[src/rtl/clk_prescaler_ctrl.sv]
// CPU clock prescaler sequencer: ROM-driven down-counter producing a tick
// and a divided clock, with run/halt, single-step and rate-change handshake.
module clk_prescaler_ctrl #(
    parameter int          CNT_W     = 24,
    parameter int          IDX_W     = 4,
    parameter int unsigned RESET_IDX = 15
) (
    input  logic             clk,
    input  logic             rst_n,
    input  logic             sel_valid,
    input  logic [IDX_W-1:0] sel_idx,
    output logic             sel_ready,
    output logic [IDX_W-1:0] rom_ad,
    input  logic [CNT_W-1:0] rom_dout,
    input  logic             run,
    input  logic             step,
    output logic             clk_en,
    output logic             clk_div,
    output logic [IDX_W-1:0] cur_idx
);

    typedef enum logic [1:0] {
        LOAD = 2'd0,
        RUN  = 2'd1,
        HALT = 2'd2
    } state_t;

    state_t           state, state_d;
    logic [CNT_W-1:0] cnt, cnt_d;
    logic [CNT_W-1:0] reload, reload_d;
    logic [IDX_W-1:0] cur_d;
    logic [IDX_W-1:0] pend_idx, pend_idx_d;
    logic             pend_vld, pend_vld_d;
    logic             en_d, div_d;
    logic             accept, have_req;
    logic [IDX_W-1:0] req_idx;

    assign sel_ready = (state != LOAD) && !pend_vld;
    assign accept    = sel_valid && sel_ready;
    assign rom_ad    = cur_idx;

    // A request accepted this very cycle counts as pending.
    assign have_req = pend_vld || accept;
    assign req_idx  = pend_vld ? pend_idx : sel_idx;

    always_comb begin
        state_d    = state;
        cnt_d      = cnt;
        reload_d   = reload;
        cur_d      = cur_idx;
        pend_idx_d = pend_idx;
        pend_vld_d = pend_vld;
        en_d       = 1'b0;
        div_d      = clk_div;

        if (accept) begin
            pend_idx_d = sel_idx;
            pend_vld_d = 1'b1;
        end

        unique case (state)
            LOAD: begin
                reload_d   = rom_dout;
                cnt_d      = rom_dout;
                pend_vld_d = 1'b0;
                state_d    = run ? RUN : HALT;
            end
            RUN: begin
                if (!run) begin
                    state_d = HALT;
                end else if (cnt != '0) begin
                    cnt_d = cnt - CNT_W'(1);
                end else begin
                    en_d  = 1'b1;
                    div_d = ~clk_div;
                    if (have_req) begin
                        cur_d   = req_idx;
                        state_d = LOAD;
                    end else begin
                        cnt_d = reload;
                    end
                end
            end
            HALT: begin
                if (have_req) begin
                    cur_d   = req_idx;
                    state_d = LOAD;
                end else if (step) begin
                    en_d  = 1'b1;
                    div_d = ~clk_div;
                    cnt_d = reload;
                end else if (run) begin
                    state_d = RUN;
                end
            end
            default: state_d = LOAD;
        endcase
    end

    always_ff @(posedge clk) begin
        if (!rst_n) begin
            state    <= LOAD;
            cnt      <= '0;
            reload   <= '0;
            cur_idx  <= IDX_W'(RESET_IDX);
            pend_idx <= '0;
            pend_vld <= 1'b0;
            clk_en   <= 1'b0;
            clk_div  <= 1'b0;
        end else begin
            state    <= state_d;
            cnt      <= cnt_d;
            reload   <= reload_d;
            cur_idx  <= cur_d;
            pend_idx <= pend_idx_d;
            pend_vld <= pend_vld_d;
            clk_en   <= en_d;
            clk_div  <= div_d;
        end
    end

endmodule

[config.mk]
export PLATFORM = sky130hd
export DESIGN_NAME = clk_prescaler_ctrl
export DESIGN_NICKNAME = d
export VERILOG_FILES = /design/src/rtl/clk_prescaler_ctrl.sv
export SDC_FILE = /design/constraint.sdc
export NUM_CORES = 1
export LEC_CHECK = 0
export ABC_AREA = 1
export BUFFER_PORTS_ARGS = -buffer_cell sky130_fd_sc_hd__buf_2
export CAP_MARGIN = 10
export CORE_MARGIN = 2
export CORE_UTILIZATION = 64
export CTS_CLUSTER_DIAMETER = 30
export DETAILED_ROUTE_END_ITERATION = 6
export PLACE_DENSITY = 0.87
export SLEW_MARGIN = 5
export SYNTH_ARGS = -nofsm -noshare
export SYNTH_HDL_FRONTEND = slang
export SYNTH_SLANG_ARGS = --single-unit
[constraint.sdc]
create_clock -name clk -period 3.3 [get_ports clk]
set_input_delay 0.99 -clock clk [delete_from_list [all_inputs] [get_ports clk]]
set_output_delay 0.99 -clock clk [all_outputs]
set_load 0.005 [all_outputs]
---- After elaboration in Yosys (flattened, before gate mapping) ----
Cells that the tools add are included.
storage, ports and cells
  input port bits ......................... 33
  flip-flop bits (word level) ............. 61
cells by class
  mux-type cells .......................... 29
  bitwise logic cells ..................... 2
  reductions and logical operators ........ 14
  add/sub/neg operators ................... 1
  equal/unequal tests ..................... 11
operators with widths
  kind                                                 count
  two-way mux 24 bit                                   5
  one-hot mux 24 bit (3 select lines)                  1
  nonzero test 24 bit                                  1
  subtractor 24 x 1 -> 24 bit (second input constant)  1
  two-way mux 4 bit                                    4
  != test 3 bit (second input constant)                5
  two-way mux 2 bit                                    7
  AND reduction 5 bit                                  2
  two-way mux 1 bit                                    8
  != test 2 bit (second input constant)                4
  one-hot mux 4 bit (2 select lines)                   1
  one-hot mux 2 bit (3 select lines)                   1
  one-hot mux 1 bit (2 select lines)                   2
  AND reduction 4 bit                                  1
  nonzero test 2 bit                                   2
  AND reduction 3 bit                                  1
  nonzero test 3 bit                                   1
  == test 2 x 1 -> 1 bit (second input constant)       1
  == test 2 bit (second input constant)                1
  logical AND 1 bit                                    2
  zero test 2 bit                                      1
  NOT 1 bit                                            2
  OR reduction 2 bit                                   1
  zero test 1 bit                                      1
  logical OR 1 bit                                     1

---- Longest topological paths before layout ----
Gate-level depths: netlist of the first run.
  depth in word-level cells ............... 8
  mapped depth ............................ 13
  mapped depth without buffers ............ 12

---- Worst setup path after synthesis of the first run ----
No wires, ideal clock.
  path kind ............................... input port to flip-flop
  from .................................... input port sel_valid
  to ...................................... register cnt[10]
  data arrival time ....................... 1925 ps
  stages .................................. 10
  slack ................................... 1304 ps
  library setup time ...................... 71 ps
  required time ........................... 3229 ps
  cell sequence ........................... nand2_2 -> nand2_2 -> o21ai_2 -> nand2_1 -> nor2_2 -> nand2_4 -> buf_6 -> nor2_1 -> nand2_1 -> a21oi_2
on the way
  cells in the longest elaborated chain, start to end .. 4
  elaborated cells between the ends (all ways) .. 5
ends and longest elaborated chain
  item                                                      RTL line  text
  start: declaration                                        10        input logic sel_valid,
  logical AND 1 bit (*)                                     39        assign accept = sel_valid && sel_ready;
  logical OR 1 bit (*)                                      43        assign have_req = pend_vld || accept;
  != test 3 bit (no line) or != test 2 bit (tied branches)  --
  AND reduction 5 bit (no line) (*)                         --
  end signal: assignment                                    112       cnt <= cnt_d;
  end: declaration                                          29        logic [CNT_W-1:0] cnt, cnt_d;
Every way passes the cells marked *; elsewhere a longest branch is shown, timed or not.
A chain may end at the register's enable or synchronous reset.

---- Worst setup path in the final report of the first run ----
  from .................................... register state[1]
  to ...................................... register cur_idx[3]
on the way
  cells in the longest elaborated chain, start to end .. 8
  elaborated cells between the ends (all ways) .. 14
ends and longest elaborated chain
  item                                RTL line  text
  start: declaration                  28        state_t state, state_d;
  start signal: assignment            111       state <= state_d;
  nonzero test 2 bit                  38        assign sel_ready = (state != LOAD) && !pend_vld;
  logical AND 1 bit                   38
  logical AND 1 bit                   39
  logical OR 1 bit                    43
  two-way mux 4 bit (3 in series)     --
  one-hot mux 4 bit (2 select lines)  61        unique case (state)
  end signal: assignment              105       cur_idx <= IDX_W'(RESET_IDX);
  end signal: assignment              114       cur_idx <= cur_d;
  end: declaration                    19        output logic [IDX_W-1:0] cur_idx
Parallel ways exist; a longest one is shown, timed or not. The select of a mux whose other input is x is not followed.

==> impl_metrics.tcl, run 1 <==
set metrics [dict create \
    syn-num-nets 673 \
    m1WireLength_um 4500 \
    drt_first_iter_violations 261 \
    finalInstanceArea_sq_um 4350 \
    initial_utilization 0.666 \
    wl_met3_um 643 \
    nets 701 \
    htreeDepth 3 \
    reg2reg_from "state[1]$_SDFFE_PN0P_" \
    synth_top_area_share 0.308 \
    setup.worst_path.end_class "flop" \
    slowest_delay_ns 0.56 \
    synth_most_common_cell "nor2_1" \
    post-cts-setup-buffers 0 \
    gp_congestion 0.945 \
    cts_made_buffers 9 \
    yosys-top-cells-count "148 x nor2_1, 143 x nand2_1, 61 x dfxtp_1" \
    track_usage 0.319 \
    cp.depth 8 \
    fp.dieH_um 82.7 \
    worst-path-buf-inv 3 \
    grt_overflow 0 \
    cts_tree "yes" \
    synth.area.top_cells "dfxtp_1 31%, nor2_1 14%, nand2_1 14%, o21ai_0 6.6%, a21oi_1 4.8%" \
    ys_types 38 \
    drc 0 \
    syn_to_final_growth_pct 9.75 \
    clk_pin_slew_ns 0.07 \
    cts.sink_count 61 \
    via_per_inst 5.51 \
    antenna_found_initial 0 \
    worst-r2r-cell-count 8 \
    wl_per_cell_um 13.3 \
    post-dp-hpwl_um 6450 \
    n_antenna_cell 0 \
    rows 28 \
    io_pins 44 \
    async_reset_ff_frac 0 \
    fmaxAchievable_ghz 0.419 \
    yosysSeqAreaShare 0.308 \
    grt_pass1_vias 3783 \
    worst-slew-pin-transition_ns 0.868 \
    reg2reg_slack_ns 0.91 \
    core_sq_um 5960 \
    synth_edf_count 0 \
    slew-limit-headroom 0.421 \
    crit_arrival_ns 2.67 \
    status "finished clean" \
    crit_chain "inv_1, ha_1, inv_1, o21ai_1, nand3_1, inv_1, nand2_1, nand3_1" \
    rsz0062_at_grt "no" \
    utilization 0.731 \
    finClkSkew_ns 0.00964 \
    setup_viol 0 \
    drive_above_1_share 0.174 \
    startpoint_type "flop" \
    ys.flop_type "dfxtp_1" \
    cp-startpoint "state[1]$_SDFFE_PN0P_" \
    critical_path.endpoint "cur_idx[3]$_SDFFE_PN1P_" \
    critPathMaxFanout 16 \
    portBuffers 43 \
    fin_crit_sh 0.724 \
    mappedNetlistArea_sq_um 3970 \
    cp_slowest_cell "ha_1" \
    yosysWarnings 0 \
    vdd_ir_drop_max_mv 0.675 \
    cap_violations 0 \
    post_dp_cell_area_sq_um 4130 \
    grt_pass1_wl_um 16700 \
    ys_ff_latch 61 \
    finalSetupTns_ns 0 \
    r2r_end "cur_idx[3]$_SDFFE_PN1P_" \
    avgSynthCellArea_sq_um 6.25 \
    finalMaxSlewViolations 0 \
    cp_data_required_time_ns 3.58 \
    worstSkewPairLatency_ns 0.35 \
    clk_path_buf_depth 2 \
    wl_met2_um 4620 \
    total_leakage_power_nw 2.05 \
    postCtsHoldBufs 0 \
    final_antenna_net_count 0 \
    finalHoldViolations 0 \
    hp-class "reg2reg" \
    grt_max_degree 43 \
    crit_top_cell "inv_1" \
    path_class "reg2reg" \
    highest_layer "met4" \
    dr.pass1.iters 5 \
    via_count 4086 \
    die_w_um 82.7 \
    cts_root_buf "clkbuf_8" \
    yosysTopAreaCell "dfxtp_1" \
    routed_wirelength_um 9900 \
    postCtsResizedCells 0 \
    min_period_ns 2.39 \
    syn_inst 634 \
    pwr_density_cell_nw_per_um2 1080 \
    crit_family "buffers and inverters" \
    dieArea_sq_um 6840 \
]
placed cells by master (no fill, tap or decap), drive strengths merged:
cell type	count
nand3	30
nand4	8
ha	6
nor3	2
inv	41
a211oi	2
nand2	157
dfxtp	61
o21ai	60
o21bai	1
a22oi	1
a21oi	54
a31oi	1
nor2	157
clkinv	3
o211ai	3
clkbuf	12
xnor2	4
bufinv	2
or2	7
nand3b	2
xor2	4
buf	49
final cells by class:
type	count	area, sq um
sequential	61	1220
clock buffer	12	155
fill	534	1600
inverter	42	160
tap	75	93.8
multi-input combinational	499	2390
clock inverter	4	70.1
timing repair buffer	49	260
flip-flops by register name (all words and copies together) (netlist names):
| register | cells |
|---|---|
| state | 2 |
| reload | 24 |
| pend_idx | 4 |
| pend_vld | 1 |
| clk_en | 1 |
| clk_div | 1 |
| cnt | 24 |
| cur_idx | 4 |
stage by stage:
step           cells  hold slack (ns)  power (mW)  setup slack, ns
2_1_floorplan    634            0.448        3.38             1.30
3_3_place_gp     726            0.460        3.77            0.986
3_5_place_dp     726            0.467        3.86            0.885
4_1_cts          742            0.477        4.66            0.945
5_1_grt          742            0.514        5.13            0.700
6_report         742            0.477        4.68            0.912
worst min-delay path by stage:
| stage | from | end | cells after the start |
|---|---|---|---|
| after detailed placement | reload[5]$_SDFFE_PN0P_ | reload[5]$_SDFFE_PN0P_ | 2 |
| after CTS | reload[5]$_SDFFE_PN0P_ | reload[5]$_SDFFE_PN0P_ | 2 |
| after global routing | cur_idx[0]$_SDFFE_PN1P_ | cur_idx[0]$_SDFFE_PN1P_ | 2 |
| final | reload[5]$_SDFFE_PN0P_ | reload[5]$_SDFFE_PN0P_ | 2 |
| after floorplan | reload[5]$_SDFFE_PN0P_ | reload[5]$_SDFFE_PN0P_ | 2 |
| after global placement | reload[6]$_SDFFE_PN0P_ | reload[6]$_SDFFE_PN0P_ | 2 |
routing by layer:
metal | GRT usage | vias up
met5 | 0 | -
met3 | 0.0663 | 13
met4 | 0.115 | 0
li1 | - | 2080
met1 | 0.398 | 1834
met2 | 0.541 | 159
power by group:
group	switching [mW]	internal (mW)
registers	0.253	1.01
logic	1.77	0.884
clock network	0.299	0.464
worst register-to-register path: cells and delay by family, from the launching register on:
family | cells | cell delay [ns]
buffers and inverters | 3 | 0.76
adders and majority gates | 1 | 0.56
and+or+nand+nor | 3 | 0.35
DFF | 1 | 0.33
AOI/OAI and AO/OA | 1 | 0.32
logic make-up (layout without fill, tap and decap cells):
| logic type | after synthesis | after routing | synth area share |
|---|---|---|---|
| simple gates | 363 | 363 | 0.391 |
| compound gates | 122 | 122 | 0.176 |
| buf+inv | 74 | 107 | 0.0890 |
| flops | 61 | 61 | 0.308 |
| xor+xnor | 8 | 8 | 0.0177 |
| fa+ha+maj | 6 | 6 | 0.0189 |
Note: power is estimated with default switching activity, not from simulation.
==> run 2, diff against run 1 <==
--- a/config.mk
+++ b/config.mk
@@ -9,10 +9,10 @@
 export BUFFER_PORTS_ARGS = -buffer_cell sky130_fd_sc_hd__buf_2
 export CAP_MARGIN = 10
 export CORE_MARGIN = 2
-export CORE_UTILIZATION = 64
+export CORE_UTILIZATION = 59
 export CTS_CLUSTER_DIAMETER = 30
 export DETAILED_ROUTE_END_ITERATION = 6
-export PLACE_DENSITY = 0.87
+export PLACE_DENSITY = 0.81
 export SLEW_MARGIN = 5
 export SYNTH_ARGS = -nofsm -noshare
 export SYNTH_HDL_FRONTEND = slang
==> constraint.sdc (replaced) <==
create_clock -name clk -period 2.2 [get_ports clk]
set_input_delay 0.66 -clock clk [delete_from_list [all_inputs] [get_ports clk]]
set_output_delay 0.66 -clock clk [all_outputs]
set_load 0.005 [all_outputs]
==> run 2 against run 1 <==
Worst setup slack got worse by 0.71 ns. Fmax increased by 19%. Power grew 53%. Combinational power increased by 60%. Non-clock buffer count grew 15. Clock power rose by 31%. Routed wire length grew 4.8%. Utilization decreased by 3.7 points. Cell count grew 2.3%. Clock skew is 0.0013 ns higher. Largest cell class unchanged.
==> impl_metrics.tcl, run 2 (synthesis gave the netlist of run 1 again) <==
set metrics [dict create \
    status "finished clean" \
    n_antenna_cell 0 \
    finalInstanceArea_sq_um 4450 \
    finalHoldViolations 0 \
    drive_above_1_share 0.194 \
    final_antenna_net_count 0 \
    utilization 0.694 \
    finalSetupTns_ns 0 \
    min_period_ns 2.00 \
    via_count 4198 \
    gp_congestion 0.986 \
    power.total_mw 7.15 \
    portBuffers 43 \
    syn_to_final_growth_pct 12.3 \
    clk_path_buf_depth 2 \
    cts_root_buf "clkbuf_8" \
    cts_tree "yes" \
    grt_pass1_vias 3948 \
    io_pins 44 \
    startpoint_type "flop" \
    final_common_cell "nor2_1" \
    dr.pass1.iters 5 \
    crit_family "simple AND/OR/NAND/NOR gates" \
    drc 0 \
    setup.worst_path.end_class "flop" \
    fmaxAchievable_ghz 0.500 \
    dieArea_sq_um 7390 \
    vdd_ir_drop_max_mv 0.748 \
    postCtsHoldBufs 0 \
    final_cell_mix "148 x nor2_1, 143 x nand2_1, 61 x dfxtp_1" \
    reg_top3 "cnt (24), reload (24)" \
    path_class "reg2reg" \
    wl_per_cell_um 13.7 \
    rows 29 \
    post-cts-setup-buffers 0 \
    grt_overflow 0 \
    crit_chain "inv_1, ha_1, nor2_2, nand2_2, nand2_2, o21ai_2, nand2_1, nor2_2, nand2_4, buf_12, nor2_1, nand2_1, a21oi_2" \
    finalMaxSlewViolations 0 \
    cap_violations 0 \
    die_w_um 86.0 \
    reg2reg_from "state[0]$_SDFFE_PN0P_" \
    crit_arrival_ns 2.27 \
    slowest_delay_ns 0.34 \
    num-fill-cells 603 \
    nets 716 \
    core_sq_um 6420 \
    critPathMaxFanout 17 \
    htreeDepth 3 \
    worst-slew-pin-transition_ns 0.477 \
    grt_max_degree 26 \
    postCtsResizedCells 0 \
    rsz0062_at_grt "no" \
    setup_viol 0 \
    layout.cells.non_filler 759 \
    hp-start "reload[6]$_SDFFE_PN0P_" \
    cts.sink_count 61 \
    grt_pass1_wl_um 18000 \
    cp_data_required_time_ns 2.47 \
    cp-startpoint "state[0]$_SDFFE_PN0P_" \
    dp_slack_ns 0.163 \
    fin_crit_sh 0.909 \
    pwr_density_cell_nw_per_um2 1600 \
    post-dp-hpwl_um 7320 \
    track_usage 0.301 \
    via_per_inst 5.53 \
    dp.cells 743 \
    antenna_found_initial 0 \
    drt_first_iter_violations 323 \
    holdWs_ns 0.489 \
    hp-class "reg2reg" \
    fp.dieH_um 86.0 \
    total_leakage_power_nw 2.09 \
    routed_wirelength_um 10400 \
    fin_ws_ns 0.201 \
    cts_made_buffers 9 \
    cp_slowest_cell "dfxtp_1" \
    worst-path-buf-inv 2 \
    worstSkewPairLatency_ns 0.34 \
    post_dp_cell_area_sq_um 4250 \
    slew-limit-headroom 0.682 \
    initial_utilization 0.617 \
    clk_pin_slew_ns 0.08 \
    finClkSkew_ns 0.0110 \
]
[run 2: cell count changes in the layout (fill, tap and decap cells not counted)]
cell and delta:
buf_4 +14, clkinvlp_4 +5, clkbuf_8 -2, clkinv_2 -2, buf_12 +1, bufinv_16 -1
clkbuf_1 -1, clkinv_4 +1
[run 2: cell type report]
cell class                      count  area [sq um]  share of cell area
Multi-Input combinational cell    499          2390               0.537
Timing Repair Buffer               64           385              0.0865
Clock inverter                      7          76.3              0.0171
Tap cell                           77          96.3              0.0216
Clock buffer                        9           124              0.0278
Inverter                           42           160              0.0360
Sequential cell                    61          1220               0.274
[run 2: metal layers]
| layer | part of all wire | GRT usage | vias to the layer above |
|---|---|---|---|
| li1 | - | - | 2124 |
| met1 | 0.44 | 0.394 | 1906 |
| met2 | 0.47 | 0.489 | 150 |
| met3 | 0.065 | 0.0414 | 18 |
| met4 | 0.018 | 0.144 | 0 |
| met5 | 0 | 0 | - |
[run 2: where the power goes]
part | leakage (nW) | switching, mW | internal [mW]
combinational | 1.51 | 2.76 | 1.50
clock | 0.0837 | 0.477 | 0.523
sequential | 0.506 | 0.370 | 1.51
total | 2.09 | 3.61 | 3.54
[run 2: worst paths after layout]
check | slack, ns | cells after the start | end
worst min register to register | 0.49 | 2 | reload[6]$_SDFFE_PN0P_
worst max register to register | 0.20 | 13 | cnt[23]$_SDFFE_PN0P_
worst min-delay path | 0.49 | 2 | reload[6]$_SDFFE_PN0P_
worst max-delay path | 0.20 | 13 | cnt[23]$_SDFFE_PN0P_
[run 2: worst min-delay path: cells and delay by family, from the launching register on]
kind | cells | cell delay (ns)
compound gates | 1 | 0.06
buf+inv | 1 | 0.07
flops | 1 | 0.31
